### src/rtl/reg_wr_sched_if.sv
// ----------------------------------------------------------------------------
// reg_wr_sched_if
//
// Requester-side bundle for the register-file write-port scheduler. Two
// write-back sources share it:
//   A (ALU write-back):         a_valid, a_addr, a_data  -> scheduler
//                               a_ready                  <- scheduler
//   B (memory-load write-back): b_valid, b_addr, b_data  -> scheduler
//                               b_ready                  <- scheduler
//
// Modports:
//   master - the datapath side that raises requests and watches ready.
//   slave  - the scheduler side that observes requests and returns ready.
//
// Parameter pw sets the address width to pw+1 bits.
// ----------------------------------------------------------------------------
interface reg_wr_sched_if #(
    parameter int unsigned pw = 2
);
    logic          a_valid;
    logic [pw:0]   a_addr;
    logic [7:0]    a_data;
    logic          a_ready;

    logic          b_valid;
    logic [pw:0]   b_addr;
    logic [7:0]    b_data;
    logic          b_ready;

    modport master (
        output a_valid, a_addr, a_data,
        output b_valid, b_addr, b_data,
        input  a_ready, b_ready
    );

    modport slave (
        input  a_valid, a_addr, a_data,
        input  b_valid, b_addr, b_data,
        output a_ready, b_ready
    );
endinterface

### src/rtl/reg_wr_sched.sv
// ----------------------------------------------------------------------------
// reg_wr_sched
//
// Shares the single write port of the 8-bit register file between two
// requesters (A: ALU write-back, B: memory-load write-back) using round-robin
// arbitration over a valid/ready handshake. After every reset it sweeps the
// whole file writing 0x00 so every register starts from a known value.
//
// Ports:
//   clk_i      clock, rising edge
//   reset_i    synchronous active-high reset, dominates all other inputs
//   freeze_i   core stall; blocks new grants while high
//   req        requester bundle (reg_wr_sched_if.slave)
//   wr_en_o    register-file write enable (registered)
//   wr_addr_o  register-file write address (registered)
//   dat_in_o   register-file write data (registered)
//   busy_o     clear sweep in progress
//   last_b_o   most recent grant went to B
// ----------------------------------------------------------------------------
module reg_wr_sched #(
    parameter int unsigned pw = 2
) (
    input  logic            clk_i,
    input  logic            reset_i,
    input  logic            freeze_i,
    reg_wr_sched_if.slave   req,
    output logic            wr_en_o,
    output logic [pw:0]     wr_addr_o,
    output logic [7:0]      dat_in_o,
    output logic            busy_o,
    output logic            last_b_o
);

    typedef enum logic [0:0] {
        StClear,
        StRun
    } state_e;

    state_e        state_q, state_d;

    logic [pw:0]   clr_ptr_q, clr_ptr_d;
    logic          wr_en_q, wr_en_d;
    logic [pw:0]   wr_addr_q, wr_addr_d;
    logic [7:0]    dat_in_q, dat_in_d;
    logic          last_b_q, last_b_d;

    logic          a_ready, b_ready;
    logic          a_acc, b_acc;
    logic          clr_last;

    assign clr_last = (clr_ptr_q == {(pw + 1){1'b1}});

    // ------------------------------------------------------------------------
    // FSM: state register
    // ------------------------------------------------------------------------
    always_ff @(posedge clk_i) begin
        if (reset_i) begin
            state_q <= StClear;
        end else begin
            state_q <= state_d;
        end
    end

    // ------------------------------------------------------------------------
    // FSM: next state
    // ------------------------------------------------------------------------
    always_comb begin
        state_d = state_q;
        unique case (state_q)
            StClear: if (clr_last) state_d = StRun;
            StRun:   state_d = StRun;
            default: state_d = StClear;
        endcase
    end

    // ------------------------------------------------------------------------
    // FSM: outputs (combinational ready / busy)
    // ------------------------------------------------------------------------
    // A tie goes to whichever requester did not win last; a lone requester is
    // ready whenever the core is not frozen.
    always_comb begin
        busy_o  = 1'b0;
        a_ready = 1'b0;
        b_ready = 1'b0;
        unique case (state_q)
            StClear: begin
                busy_o = 1'b1;
            end
            StRun: begin
                a_ready = !freeze_i && (!req.b_valid || last_b_q);
                b_ready = !freeze_i && (!req.a_valid || !last_b_q);
            end
            default: begin
                busy_o = 1'b1;
            end
        endcase
    end

    assign req.a_ready = a_ready;
    assign req.b_ready = b_ready;

    assign a_acc = req.a_valid && a_ready;
    assign b_acc = req.b_valid && b_ready;

    // ------------------------------------------------------------------------
    // Write-port datapath: next state
    // ------------------------------------------------------------------------
    always_comb begin
        clr_ptr_d = clr_ptr_q;
        wr_en_d   = 1'b0;
        wr_addr_d = wr_addr_q;
        dat_in_d  = dat_in_q;
        last_b_d  = last_b_q;

        if (state_q == StClear) begin
            wr_en_d   = 1'b1;
            wr_addr_d = clr_ptr_q;
            dat_in_d  = 8'h00;
            // Wraps to 0 after the last register; unused until next reset.
            clr_ptr_d = clr_ptr_q + 1'b1;
        end else if (a_acc) begin
            wr_en_d   = 1'b1;
            wr_addr_d = req.a_addr;
            dat_in_d  = req.a_data;
            last_b_d  = 1'b0;
        end else if (b_acc) begin
            wr_en_d   = 1'b1;
            wr_addr_d = req.b_addr;
            dat_in_d  = req.b_data;
            last_b_d  = 1'b1;
        end
    end

    // ------------------------------------------------------------------------
    // Write-port datapath: registers
    // ------------------------------------------------------------------------
    // last_b resets to 1 so A wins the first tie after the sweep.
    always_ff @(posedge clk_i) begin
        if (reset_i) begin
            clr_ptr_q <= '0;
            wr_en_q   <= 1'b0;
            wr_addr_q <= '0;
            dat_in_q  <= 8'h00;
            last_b_q  <= 1'b1;
        end else begin
            clr_ptr_q <= clr_ptr_d;
            wr_en_q   <= wr_en_d;
            wr_addr_q <= wr_addr_d;
            dat_in_q  <= dat_in_d;
            last_b_q  <= last_b_d;
        end
    end

    assign wr_en_o   = wr_en_q;
    assign wr_addr_o = wr_addr_q;
    assign dat_in_o  = dat_in_q;
    assign last_b_o  = last_b_q;

    // The arbiter must never accept both requesters in one cycle.
    always_comb begin
        assert (!(a_acc && b_acc));
    end

endmodule

### src/flat_wrapper.sv
// flat-port wrapper written by rule: the top's interface ports become plain ports
module reg_wr_sched_flat 
#(
    parameter int unsigned pw = 2
)
  (clk_i, reset_i, freeze_i, wr_en_o, wr_addr_o, dat_in_o, busy_o, last_b_o, req_a_valid, req_a_addr, req_a_data, req_b_valid, req_b_addr, req_b_data, req_a_ready, req_b_ready);
  reg_wr_sched_if #(.pw(pw)) req_i ();
  input  logic clk_i;
  input  logic reset_i;
  input  logic freeze_i;
  output logic wr_en_o;
  output logic [pw:0] wr_addr_o;
  output logic [7:0] dat_in_o;
  output logic busy_o;
  output logic last_b_o;
  input wire logic [$bits(req_i.a_valid)-1:0] req_a_valid;
  input wire logic [$bits(req_i.a_addr)-1:0] req_a_addr;
  input wire logic [$bits(req_i.a_data)-1:0] req_a_data;
  input wire logic [$bits(req_i.b_valid)-1:0] req_b_valid;
  input wire logic [$bits(req_i.b_addr)-1:0] req_b_addr;
  input wire logic [$bits(req_i.b_data)-1:0] req_b_data;
  output wire logic [$bits(req_i.a_ready)-1:0] req_a_ready;
  output wire logic [$bits(req_i.b_ready)-1:0] req_b_ready;
  assign req_i.a_valid = req_a_valid;
  assign req_i.a_addr = req_a_addr;
  assign req_i.a_data = req_a_data;
  assign req_i.b_valid = req_b_valid;
  assign req_i.b_addr = req_b_addr;
  assign req_i.b_data = req_b_data;
  assign req_a_ready = req_i.a_ready;
  assign req_b_ready = req_i.b_ready;
  reg_wr_sched #(.pw(pw)) u_core (.clk_i(clk_i), .reset_i(reset_i), .freeze_i(freeze_i), .req(req_i), .wr_en_o(wr_en_o), .wr_addr_o(wr_addr_o), .dat_in_o(dat_in_o), .busy_o(busy_o), .last_b_o(last_b_o));
endmodule
### config.mk
export PLATFORM = sky130hd
export DESIGN_NAME = reg_wr_sched_flat
export DESIGN_NICKNAME = d
export VERILOG_FILES = /design/src/rtl/reg_wr_sched_if.sv /design/src/rtl/reg_wr_sched.sv /design/src/flat_wrapper.sv
export SDC_FILE = /design/constraint.sdc
export NUM_CORES = 1
export LEC_CHECK = 0
export CAP_MARGIN = 10
export CORE_MARGIN = 8
export CORE_UTILIZATION = 40
export CTS_CLUSTER_DIAMETER = 100
export CTS_CLUSTER_SIZE = 8
export DETAILED_ROUTE_END_ITERATION = 10
export PLACE_DENSITY = 0.76
export SYNTH_ARGS = -nofsm -noshare
export SYNTH_HDL_FRONTEND = slang
export SYNTH_SLANG_ARGS = --single-unit
### constraint.sdc
create_clock -name clk_i -period 1.3 [get_ports clk_i]
set_input_delay 0.13 -clock clk_i [delete_from_list [all_inputs] [get_ports clk_i]]
set_output_delay 0.13 -clock clk_i [all_outputs]
set_load 0.03 [all_outputs]
==> results.md <==
* CTS Buf Count at 3
* Via count at 1092
* Maximum VDD drop at 710.7 uV
* Core box area at 0.002212 mm^2
* PwrDens at 667.0 mW/mm^2
* Vias in the first global route at 1124
* Initial antenna violation count at 0
* Violated checks: setup timing
* Post-synthesis instance total at 101
* Crit Path Class: reg -> reg
* IO Pins at 43
* Antenna-violating nets left at 0
* Full die area at 0.004160 mm^2
* Rel. slew slack at 0.7256
* Fin crit share at 1.095
* Mean routed wirelength per cell at 19.43 um
* Largest family of logic cells by synthesized area: compound AO/OA/AOI/OAI gates
* Unrepaired setup endpoints after global routing: yes
* Skew final at 0.01051 ns
* Max incr delay on CP at 0.42 ns
* Yosys top cell area share at 0.3617
* GRT Resource Usage Total at 0.1605
* Synth Area in Simple Gates at 0.1902
* H-tree depth at 1
* Hold Slack at 0.4052 ns
* Maximum clock insertion buffer count at 2
* Crit path max-delay cell type: a311oi_1
* Clk slew on worst S/H paths at 0.11 ns
* Syn_nets at 130
* Final worst slack at -0.1241 ns
* # hold bufs at CTS at 0
* Final nets at 189
* Post-DP HPWL at 2430 um
* Clk_lat worst skew at 0.32 ns
* Syn Std Cell Area at 940.9 um^2
* Global-route wire length before repair at 5437 um
* Placed Area at 0.001483 mm^2
* DRC errors left at 0
* WP data required at 1.48 ns
* Setup Viol. Count Final at 1
* Leak at 0.6268 nW
* GP Congestion at 0.8564
* Hold Vio Cnt, Final at 0
* Sequential area share after synthesis at 0.3617
* Ranking of synthesized cells by area: dfxtp_1 (36%), o31ai_2 (8.0%), a311oi_1 (7.4%), a21oi_1 (5.3%), nand4_1 (5.3%)
* Startpoint types: flop
* Final Cell Area at 0.001634 mm^2
* 1st-iter DRT viols at 49
* Period minus WS final at 1.424 ns
* Routed WL at 3633 um
* CP endpoint kind: flop
* Number of synthesis warnings at 0
* Number of distinct library cells after synthesis at 27
* Final Max Slew Viols at 0
* Die Ht at 64.50 um
* Initial core utilization at 0.4253
* Share of layout cells above drive strength 1 at 0.3459
* Port bufs at 42
* Setup TNS at -0.1241 ns
* FMAX at 702.2 MHz
* Inserted Diodes at 0
* Synth Area in Compound Gates at 0.3125
* 1st-pass router iterations at 4
* Hold Path Class: in -> reg
* Die X at 64.50 um
* Multiplexer share of the synthesized area at 0.02128
* CP bufs+invs at 1
* Adder-cell share of the synthesized area at 0.02660
* Leading area contributor after synthesis: dfxtp_1
* Area Growth Syn to Fin at 73.67%
* # clock sinks at 17
* Rows at 17
* Max-cap violations at 0
* Vias/cell at 5.840
* Max FO, Critical Path at 16
* Xor-xnor portion of the synthesized cell area at 0
* Largest net degree at the start of global routing at 17
* Root buffer cell: clkbuf_4
* Worst-path cell chain: and2b_2, buf_12, nand4_1, a311oi_1
* CTS tree: done
* Status: finished, violations left
* Worst slew pin tran at 0.4108 ns
* Crit path max-delay family: compound AO/OA/AOI/OAI gates
* GR Overflow Total at 0
* Crit path arrival time at 1.61 ns
* Synth Area per Inst at 9.316 um^2
* Post-synthesis register bit count at 17
## worst paths after layout
kind,from,to,slack [ns],cells past startpoint
max,u_core.state_q$_SDFF_PP0_,u_core.dat_in_o[4]$_SDFFE_PP0P_,-0.12,4
min reg2reg,u_core.clr_ptr_q[0]$_SDFFE_PP0N_,u_core.clr_ptr_q[0]$_SDFFE_PP0N_,0.50,2
max reg2reg,u_core.state_q$_SDFF_PP0_,u_core.dat_in_o[4]$_SDFFE_PP0P_,-0.12,4
min,req_a_data[0],u_core.dat_in_o[0]$_SDFFE_PP0P_,0.41,3
## timing repair
action | CTS | global route
setup endpoints to repair | 17 | 11
resized for setup | 23 | 12
setup buffers | 7 | 3
hold endpoints to repair | 0 | 0
pin swaps | 1 | 5
## final cells by class
type / instances / area [um^2]
timing repair buffer: 66 / 616.8
multi-input combinational: 69 / 598.1
fill: 168 / 578.1
sequential: 17 / 345.3
tap: 28 / 35.03
clock buffer: 3 / 22.52
inverter: 3 / 11.26
clock inverter: 1 / 5.005
## per-stage QoR
| stage | setup WS (ns) | std cells | power (mW) | utilization |
|---|---|---|---|---|
| 6_report | -0.1241 | 187 | 1.090 | 0.7387 |
| 5_1_grt | -0.1535 | 187 | 1.131 | 0.7387 |
| 4_1_cts | -0.05936 | 186 | 1.070 | 0.7149 |
| 3_5_place_dp | -0.2983 | 175 | 0.7845 | 0.6702 |
| 3_3_place_gp | -0.2010 | 175 | 0.7769 | 0.6702 |
| 2_1_floorplan | 0.04798 | 101 | 0.6465 | - |
## routing by layer
metal	up-vias	track usage	wire (um)
met5	-	0	0
met4	0	0.06540	91
met3	10	0.05498	281
met2	57	0.2720	1919
met1	508	0.1797	1341
li1	517	-	-
## cells in the final DEF, fill, tap and decap left out, types with 5 or more instances in the layout
cell,Yosys,routed
o31ai_2,6,7
a311oi_1,8,6
nor2_1,6,5
dfxtp_1,17,15
buf_4,0,21
clkdlybuf4s50_1,0,26
dlygate4sd2_1,0,13
a21oi_1,10,9
nand4_1,8,8
## report_power, final
part / leakage [nW] / internal (mW) / switching [mW]
sequential: 0.139 / 0.536 / 0.0127
clock: 0.0177 / 0.115 / 0.192
combinational: 0.470 / 0.133 / 0.102
## logic make-up (layout without fill, tap and decap cells)
logic type / Yosys count / in the layout
adders and majority gates: 2 / 2
AOI/OAI and AO/OA: 34 / 34
buffers and inverters: 15 / 73
and+or+nand+nor: 31 / 31
DFF: 17 / 17
muxes: 2 / 2
## tightest hold or removal path: stages
cell and delay (ns):
clkdlybuf4s50_1 0.39, nand4_1 0.07, a311oi_1 0.08
## cells in the mapped netlist
library cell  count
nor3_1            1
nand2b_1          3
nor4_1            6
a21oi_2           1
mux2i_1           2
a221o_1           1
buf_2             9
nand2_1           1
a311oi_1          8
nand4_1           8
o31ai_2           6
a2111oi_0         3
nor2_1            6
dfxtp_1          17
or2_1             1
nor2b_1           2
buf_1             1
a221oi_2          2
and2b_1           1
buf_6             2
a221oi_1          1
and2_1            1
o31ai_1           2
ha_1              2
and2b_2           1
a21oi_1          10
inv_1             3
## sequential cells by signal, summed over array words and instances, names as in the netlist
name	cells
u_core.state_q	1
u_core.wr_en_o	1
u_core.wr_addr_o	3
u_core.clr_ptr_q	3
u_core.dat_in_o	8
u_core.last_b_o	1
(Power assumes the default switching activity.)
